`src/rtl/shared_pkg.sv`:
```
// ============================================================================
// Module  : shared_pkg
// Brief   : Opcode encoding and default geometry for the SPI-attached RAM.
// Revision: 1.0
// ============================================================================
`default_nettype none

package shared_pkg;

  localparam int MEM_DEPTH_DEF = 256;
  localparam int ADDR_SIZE_DEF = 8;

  typedef enum logic [1:0] {
    WR_ADDR = 2'b00,
    WR_DATA = 2'b01,
    RD_ADDR = 2'b10,
    RD_DATA = 2'b11
  } opcode_e;

endpackage

`default_nettype wire

```
`src/rtl/spi_ram_mem.sv`:
```
// ============================================================================
// Module  : spi_ram_mem
// Brief   : Byte-wide storage, one write port and one registered read port.
// Revision: 1.0
// ============================================================================
`default_nettype none

module spi_ram_mem #(
  parameter int MEM_DEPTH = 256,
  parameter int ADDR_SIZE = 8
) (
  input  logic                 clk,
  input  logic                 we,
  input  logic [ADDR_SIZE-1:0] waddr,
  input  logic [7:0]           wdata,
  input  logic                 re,
  input  logic [ADDR_SIZE-1:0] raddr,
  output logic [7:0]           rdata
);

  logic [7:0] mem [MEM_DEPTH];
  logic [7:0] rdata_d;
  logic [7:0] rdata_q;

  // Read register only moves on a read so the last returned byte is held.
  always_comb begin
    rdata_d = rdata_q;
    if (re) rdata_d = mem[raddr];
  end

  always_ff @(posedge clk) begin
    if (we) mem[waddr] <= wdata;
    rdata_q <= rdata_d;
  end

  assign rdata = rdata_q;

endmodule

`default_nettype wire

```
`src/rtl/spi_ram.sv`:
```
// ============================================================================
// Module  : spi_ram
// Brief   : Command decoder, address pointers and read handshake for SPI RAM.
// Revision: 1.0
// ============================================================================
`default_nettype none

module spi_ram
  import shared_pkg::*;
#(
  parameter int MEM_DEPTH = MEM_DEPTH_DEF,
  parameter int ADDR_SIZE = ADDR_SIZE_DEF
) (
  input  logic       clk,
  input  logic       rst_n,
  input  logic [9:0] rx_data,
  input  logic       rx_valid,
  output logic [7:0] tx_data,
  output logic       tx_valid
);

  localparam logic [ADDR_SIZE-1:0] PTR_ONE = ADDR_SIZE'(1);

  opcode_e              opcode;
  logic [7:0]           payload;
  logic [ADDR_SIZE-1:0] wr_ptr_d, wr_ptr_q;
  logic [ADDR_SIZE-1:0] rd_ptr_d, rd_ptr_q;
  logic                 tx_valid_d, tx_valid_q;
  logic                 rd_seen_d, rd_seen_q;
  logic                 mem_we;
  logic                 mem_re;
  logic [7:0]           mem_rdata;

  assign opcode  = opcode_e'(rx_data[9:8]);
  assign payload = rx_data[7:0];

  always_comb begin
    wr_ptr_d   = wr_ptr_q;
    rd_ptr_d   = rd_ptr_q;
    tx_valid_d = 1'b0;
    rd_seen_d  = rd_seen_q;
    mem_we     = 1'b0;
    mem_re     = 1'b0;
    if (rx_valid) begin
      case (opcode)
        WR_ADDR: wr_ptr_d = payload[ADDR_SIZE-1:0];
        WR_DATA: begin
          mem_we   = 1'b1;
          wr_ptr_d = wr_ptr_q + PTR_ONE;
        end
        RD_ADDR: rd_ptr_d = payload[ADDR_SIZE-1:0];
        RD_DATA: begin
          mem_re     = 1'b1;
          rd_ptr_d   = rd_ptr_q + PTR_ONE;
          tx_valid_d = 1'b1;
          rd_seen_d  = 1'b1;
        end
        default: ;
      endcase
    end
  end

  always_ff @(posedge clk or negedge rst_n) begin
    if (!rst_n) begin
      wr_ptr_q   <= '0;
      rd_ptr_q   <= '0;
      tx_valid_q <= 1'b0;
      rd_seen_q  <= 1'b0;
    end else begin
      wr_ptr_q   <= wr_ptr_d;
      rd_ptr_q   <= rd_ptr_d;
      tx_valid_q <= tx_valid_d;
      rd_seen_q  <= rd_seen_d;
    end
  end

  spi_ram_mem #(
    .MEM_DEPTH (MEM_DEPTH),
    .ADDR_SIZE (ADDR_SIZE)
  ) u_mem (
    .clk   (clk),
    .we    (mem_we),
    .waddr (wr_ptr_q),
    .wdata (payload),
    .re    (mem_re),
    .raddr (rd_ptr_q),
    .rdata (mem_rdata)
  );

  // Storage has no reset, so tx_data reads as zero until the first read after reset.
  assign tx_data  = rd_seen_q ? mem_rdata : 8'h00;
  assign tx_valid = tx_valid_q;

endmodule

`default_nettype wire
```
`config.mk`:
```
export PLATFORM = sky130hd
export DESIGN_NAME = spi_ram
export DESIGN_NICKNAME = d
export VERILOG_FILES = /design/src/rtl/shared_pkg.sv /design/src/rtl/spi_ram_mem.sv /design/src/rtl/spi_ram.sv
export SDC_FILE = /design/constraint.sdc
export NUM_CORES = 2
export LEC_CHECK = 0
export CORE_MARGIN = 2
export CORE_UTILIZATION = 43
export DETAILED_ROUTE_END_ITERATION = 8
export MAX_ROUTING_LAYER = met4
export RECOVER_POWER = 100
export SKIP_LAST_GASP = 1
export SYNTH_ARGS = -nofsm -noshare
export SYNTH_HDL_FRONTEND = slang
export SYNTH_SLANG_ARGS = --single-unit
```
`constraint.sdc`:
```
create_clock -name clk -period 3.27 [get_ports clk]
set_input_delay 0.327 -clock clk [delete_from_list [all_inputs] [get_ports clk]]
set_output_delay 0.327 -clock clk [all_outputs]
set_load 0.03 [all_outputs]
```
# Word level (Yosys, flattened, before mapping)
# Memory sizes are Yosys's and may differ from the RTL's. A register that Yosys moved wholly into a read port is not among the register bits.
# Cells that the tools add are included.
# word_totals
regBits	18
ramBits	2048
inputBits	13
output_inout_bits	9
elab_cells	25
n_memories	1
# classes
add_sub_neg	2
eq_ne	3
muxes	9
n_reduce_logical	6
# memory_table
memory	depth	word_bits	rd	rd_clocked_by_memory_dff	write_ports	line_no	source
u_mem.mem	256	8	1	1	1	spi_ram_mem.sv:21	logic [7:0] mem [MEM_DEPTH];
# op_table
operator	n
case mux 8 bit (2 select lines)	2
adder 8 x 1 -> 8 bit, second input constant	2
two-way mux 8 bit	1
two-way mux 1 bit	6
AND reduction 2 bit	3
== test 2 bit, second input constant	2
nonzero test 2 bit	2
== test 2 x 1 -> 1 bit, second input constant	1
zero test 2 bit	1

# Logic depth before layout (Yosys ltp)
# depth
word_depth	5
ltp_mapped	12
mapped_depth_nobuf	7

# Hierarchy
# A second synthesis with hierarchy kept.
# unflattened
hier_cells	3863
hier_area_um2	80776.2
# modules_own_cells
module	n_inst	cells_per_inst	area_per_inst_um2	seq_area_each_um2
spi_ram_mem	1	3733	79636.4	61739.2
spi_ram	1	130	1139.8	450.4

# Worst setup path after synthesis
# No wires, ideal clock.
# synth_timing
path_kind	register to register
from	reg rd_ptr_q[0]
to	reg u_mem.rdata_q[7], in the netlist u_mem.rdata[7], read port of u_mem.mem (data pin)
setup_ps	257
arrival_time_ps	2333
required_ps	3013
slack_ps	680
stages_incl_launch_ff	11
path_buffers	4
synth_period_minus_slack_ps	2590
cell_sequence	dfrtp_1 buf_6 buf_12 buf_6 buf_2 mux4_2 a22oi_1 a21oi_1 nor4_1 nor2_1 a32o_1
# synth_lines
element	line_no	source
start, declared	spi_ram.sv:27	logic [ADDR_SIZE-1:0] rd_ptr_d, rd_ptr_q;
start signal, assigned	spi_ram.sv:71	rd_ptr_q <= rd_ptr_d;
end, declared	spi_ram_mem.sv:23	logic [7:0] rdata_q;

==> impl_metrics.toml <==
[floorplanning]
dieHeight_um = 438
core-area_sq_um = 187000
start_util = 0.432
fp-row-count = 159
die-area_sq_um = 192000
top_level_ports = 22
fp.dieW_um = 438

[global_route]
antenna_found_initial = 10
met3_usage = 0.0387
met2_usage = 0.364
grt_use_total = 0.238
grt_pass1_vias = 42400
met1_usage = 0.332
busiest_layer = "met2"
grt_pass1_wl_mm = 316
gr-total-overflow = 0
grt_max_degree = 101

[clock_network]
cts_buffers = 206
cts.sinks = 2074
tritoncts = "yes"
htree_num_levels = 4
clock_path_buffers = 3
cts-root-buf = "clkbuf_16"
clk_latency_ns = 0.84
clk_pin_slew_ns = 0.06

[routing]
post_drt_wl_per_cell_um = 30.5
antenna_left = 0
dr.pass1.iters = 5
viasPerCell = 5.92
routed_wl_mm = 223
drt_iter0_drc = 5473
vias = 43100
drc = 0

[timing]
setup_ws_ns = -0.000845
finalWorstPathRequiredPeriod_ns = 3.27
rsz0062_at_grt = "true"
fmax_mhz = 306
hold_viol = 0
period_share = 1.00
tightest_slew_ns = 3.31
slew_viol_final = 897
hold_slack_ns = 0.171
finalClockSkew_ns = 0.0309
finalSetupViolCount = 1
maxSlewHeadroom = -1.20

[yosys]
synth_simple_gate_area_frac = 0.0295
synth_xor_area_frac = 0
synth-edff-count = 2056
synth-seq-cells = 2074
synth_top_family_by_area = "multiplexers"
synth-main-ff-cell = "edfxtp_1"
ys_seq_area_frac = 0.769
ys_types = 62
yosys_warnings = 0
synth.area.mux_share = 0.144
syn_area_per_cell_sq_um = 20.4
synth_compound_area_frac = 0.0383
synthesis.nets = 3982
synthArstFlopShare = 0.00868
syn-cell-area_sq_um = 80900
syn_inst = 3964
synthAdderAreaFrac = 0.000773

[setup_path]
critical_path.max_fanout = 32
end_kind = "flip-flop"
cp.required_ns = 3.85
path_class = "reg -> reg"
max_stage_delay_ns = 0.56
crit_path_cell_trace = "buf_12 > buf_12 > mux4_2 > mux2i_1 > o21ai_0 > nor4_4 > o21ai_0 > o21a_1"
crit_arrival_ns = 3.85
worstSetupStartpointType = "flip-flop"
crit_path_top_delay_cell = "mux4_2"

[place]
gp_congestion = 0.871
io_buffers = 21
dpl_cell_area_sq_um = 88800
place_hpwl_mm = 142
placed_cells_incl_taps = 6888

[final_layout]
area_growth_pct = 16.5
postLayoutCellArea_sq_um = 94300
fin_nets = 4633
drive_gt1_frac = 0.249
final_util = 0.503
fin_cells = 7291

[run]
drv_cap = 12

[power_and_ir_drop]
p_leak_nw = 29.8
total_power_w = 0.0638
pwr_density_cell_nw_per_um2 = 677
ir_drop_v = 0.000547

[run_status]
status = "finished, violations left"
violations = "capacitance limit, slew limit, setup timing"

[hold_path]
min_path_type = "in -> async"
[where the power goes]
part           total [W]  leakage, nW  internal [W]  switching (W)
clock network     0.0229         3.18        0.0129        0.00997
logic             0.0114         7.92       0.00490        0.00652
registers         0.0295         18.7        0.0293       0.000175
[metrics by stage]
stage                      TNS (ns)  setup slack (ns)
after floorplan                   0             0.680
after CTS                   -0.0169           -0.0169
after global routing         -0.412           -0.0272
after global placement        -1.57            -0.523
after detailed placement      -1.54            -0.523
final                     -0.000845         -0.000845
[layout by cell type (no fill, tap or decap), types with 19 or more instances in the layout]
master     Yosys  final
edfxtp_1    2056   2056
mux4_2       427    427
clkbuf_1     117    313
nor2_1       311    306
buf_4         25    246
clkbuf_16      0    211
mux2i_1      183    183
clkbuf_2       0     86
a21oi_1       87     85
nand2_1       84     84
a22oi_1       77     77
buf_12         1     66
o21ai_0       66     64
clkinv_1       1     59
o22ai_1       46     45
nor3_1        41     40
nand3_1       41     37
clkinv_2       0     35
a221oi_1      41     35
a221o_1       33     33
mux2_2        19     19
[cell usage after synthesis, types with 10 or more instances]
master	count	area [sq um]
a221oi_1	41	359
buf_2	47	235
nor4_1	10	62.6
nand3_1	41	205
o22ai_1	46	288
nor2b_1	12	75.1
buf_4	25	188
nor2_1	311	1170
and2_1	11	68.8
buf_1	21	78.8
or3_1	11	68.8
mux2i_1	183	1830
buf_6	32	360
a221o_1	33	330
a22oi_1	77	578
nand2_1	84	315
a21oi_1	87	435
clkbuf_1	117	439
edfxtp_1	2056	61700
mux4_2	427	9620
mux2_2	19	214
a211oi_1	17	128
a211o_1	10	87.6
nor3_1	41	205
o21ai_0	66	330
dfrtp_1	18	450
[critical path, delay by kind of cell (launching register included)]
kind | cells | cell delay, ns
buf+inv | 2 | 0.47
mux | 2 | 0.89
flops | 1 | 0.52
simple gates | 1 | 0.42
compound gates | 3 | 0.67
[path summary, 6_finish.rpt]
| path | start | endpoint | slack [ns] | cells after the start |
|---|---|---|---|---|
| worst max-delay path | rd_ptr_q[0] | u_mem.rdata[1] | -0.0008 | 8 |
| worst min-delay path | rst_n | rd_ptr_q[4] | 0.17 | 1 |
| worst max register to register | rd_ptr_q[0] | u_mem.rdata[1] | -0.0008 | 8 |
| worst min register to register | wr_ptr_q[1] | wr_ptr_q[1] | 0.66 | 2 |
| max in group asynchronous | rst_n | rd_ptr_q[2] | 2.27 | 1 |
| min in group clk | rx_data[8] | tx_valid | 0.42 | 3 |
[logic make-up after synthesis]
kind of cell             after synthesis
AO/OA/AOI/OAI                        441
adder cells (fa/ha/maj)                5
buffers and inverters                261
flip-flops                          2074
multiplexers                         630
AND/OR/NAND/NOR                      553
[registers in the layout, indices dropped and copies added (netlist names)]
signal	flops
wr_ptr_q	8
rd_ptr_q	8
tx_valid	1
u_mem.mem	2048
u_mem.rdata	8
rd_seen_q	1
[final cells by class]
cell class,count,area (sq um)
fillers,15300,93200
flip-flops and latches,2074,62200
multi-input cells,1629,17500
clock buffers,263,5530
repair buffers,695,4890
well taps,2495,3120
clock inverters,121,990
inverters,9,35.0
diodes,5,12.5
[repair_timing]
action / in CTS / in global routing
endpoints found under the hold margin: 40 / 0
pin swaps: 1 / 2
setup endpoints to repair: 8 / 8
hold buffers: 1 / 0
setup buffers: 6 / 8
gates resized for setup: 16 / 19
[metal layers]
layer  up-vias  part of all wire
met5         -                 0
met1     23000              0.41
met3       328             0.078
li1      17900                 -
met4         0             0.028
met2      1922              0.48
Note: power is estimated with default switching activity, not from simulation.
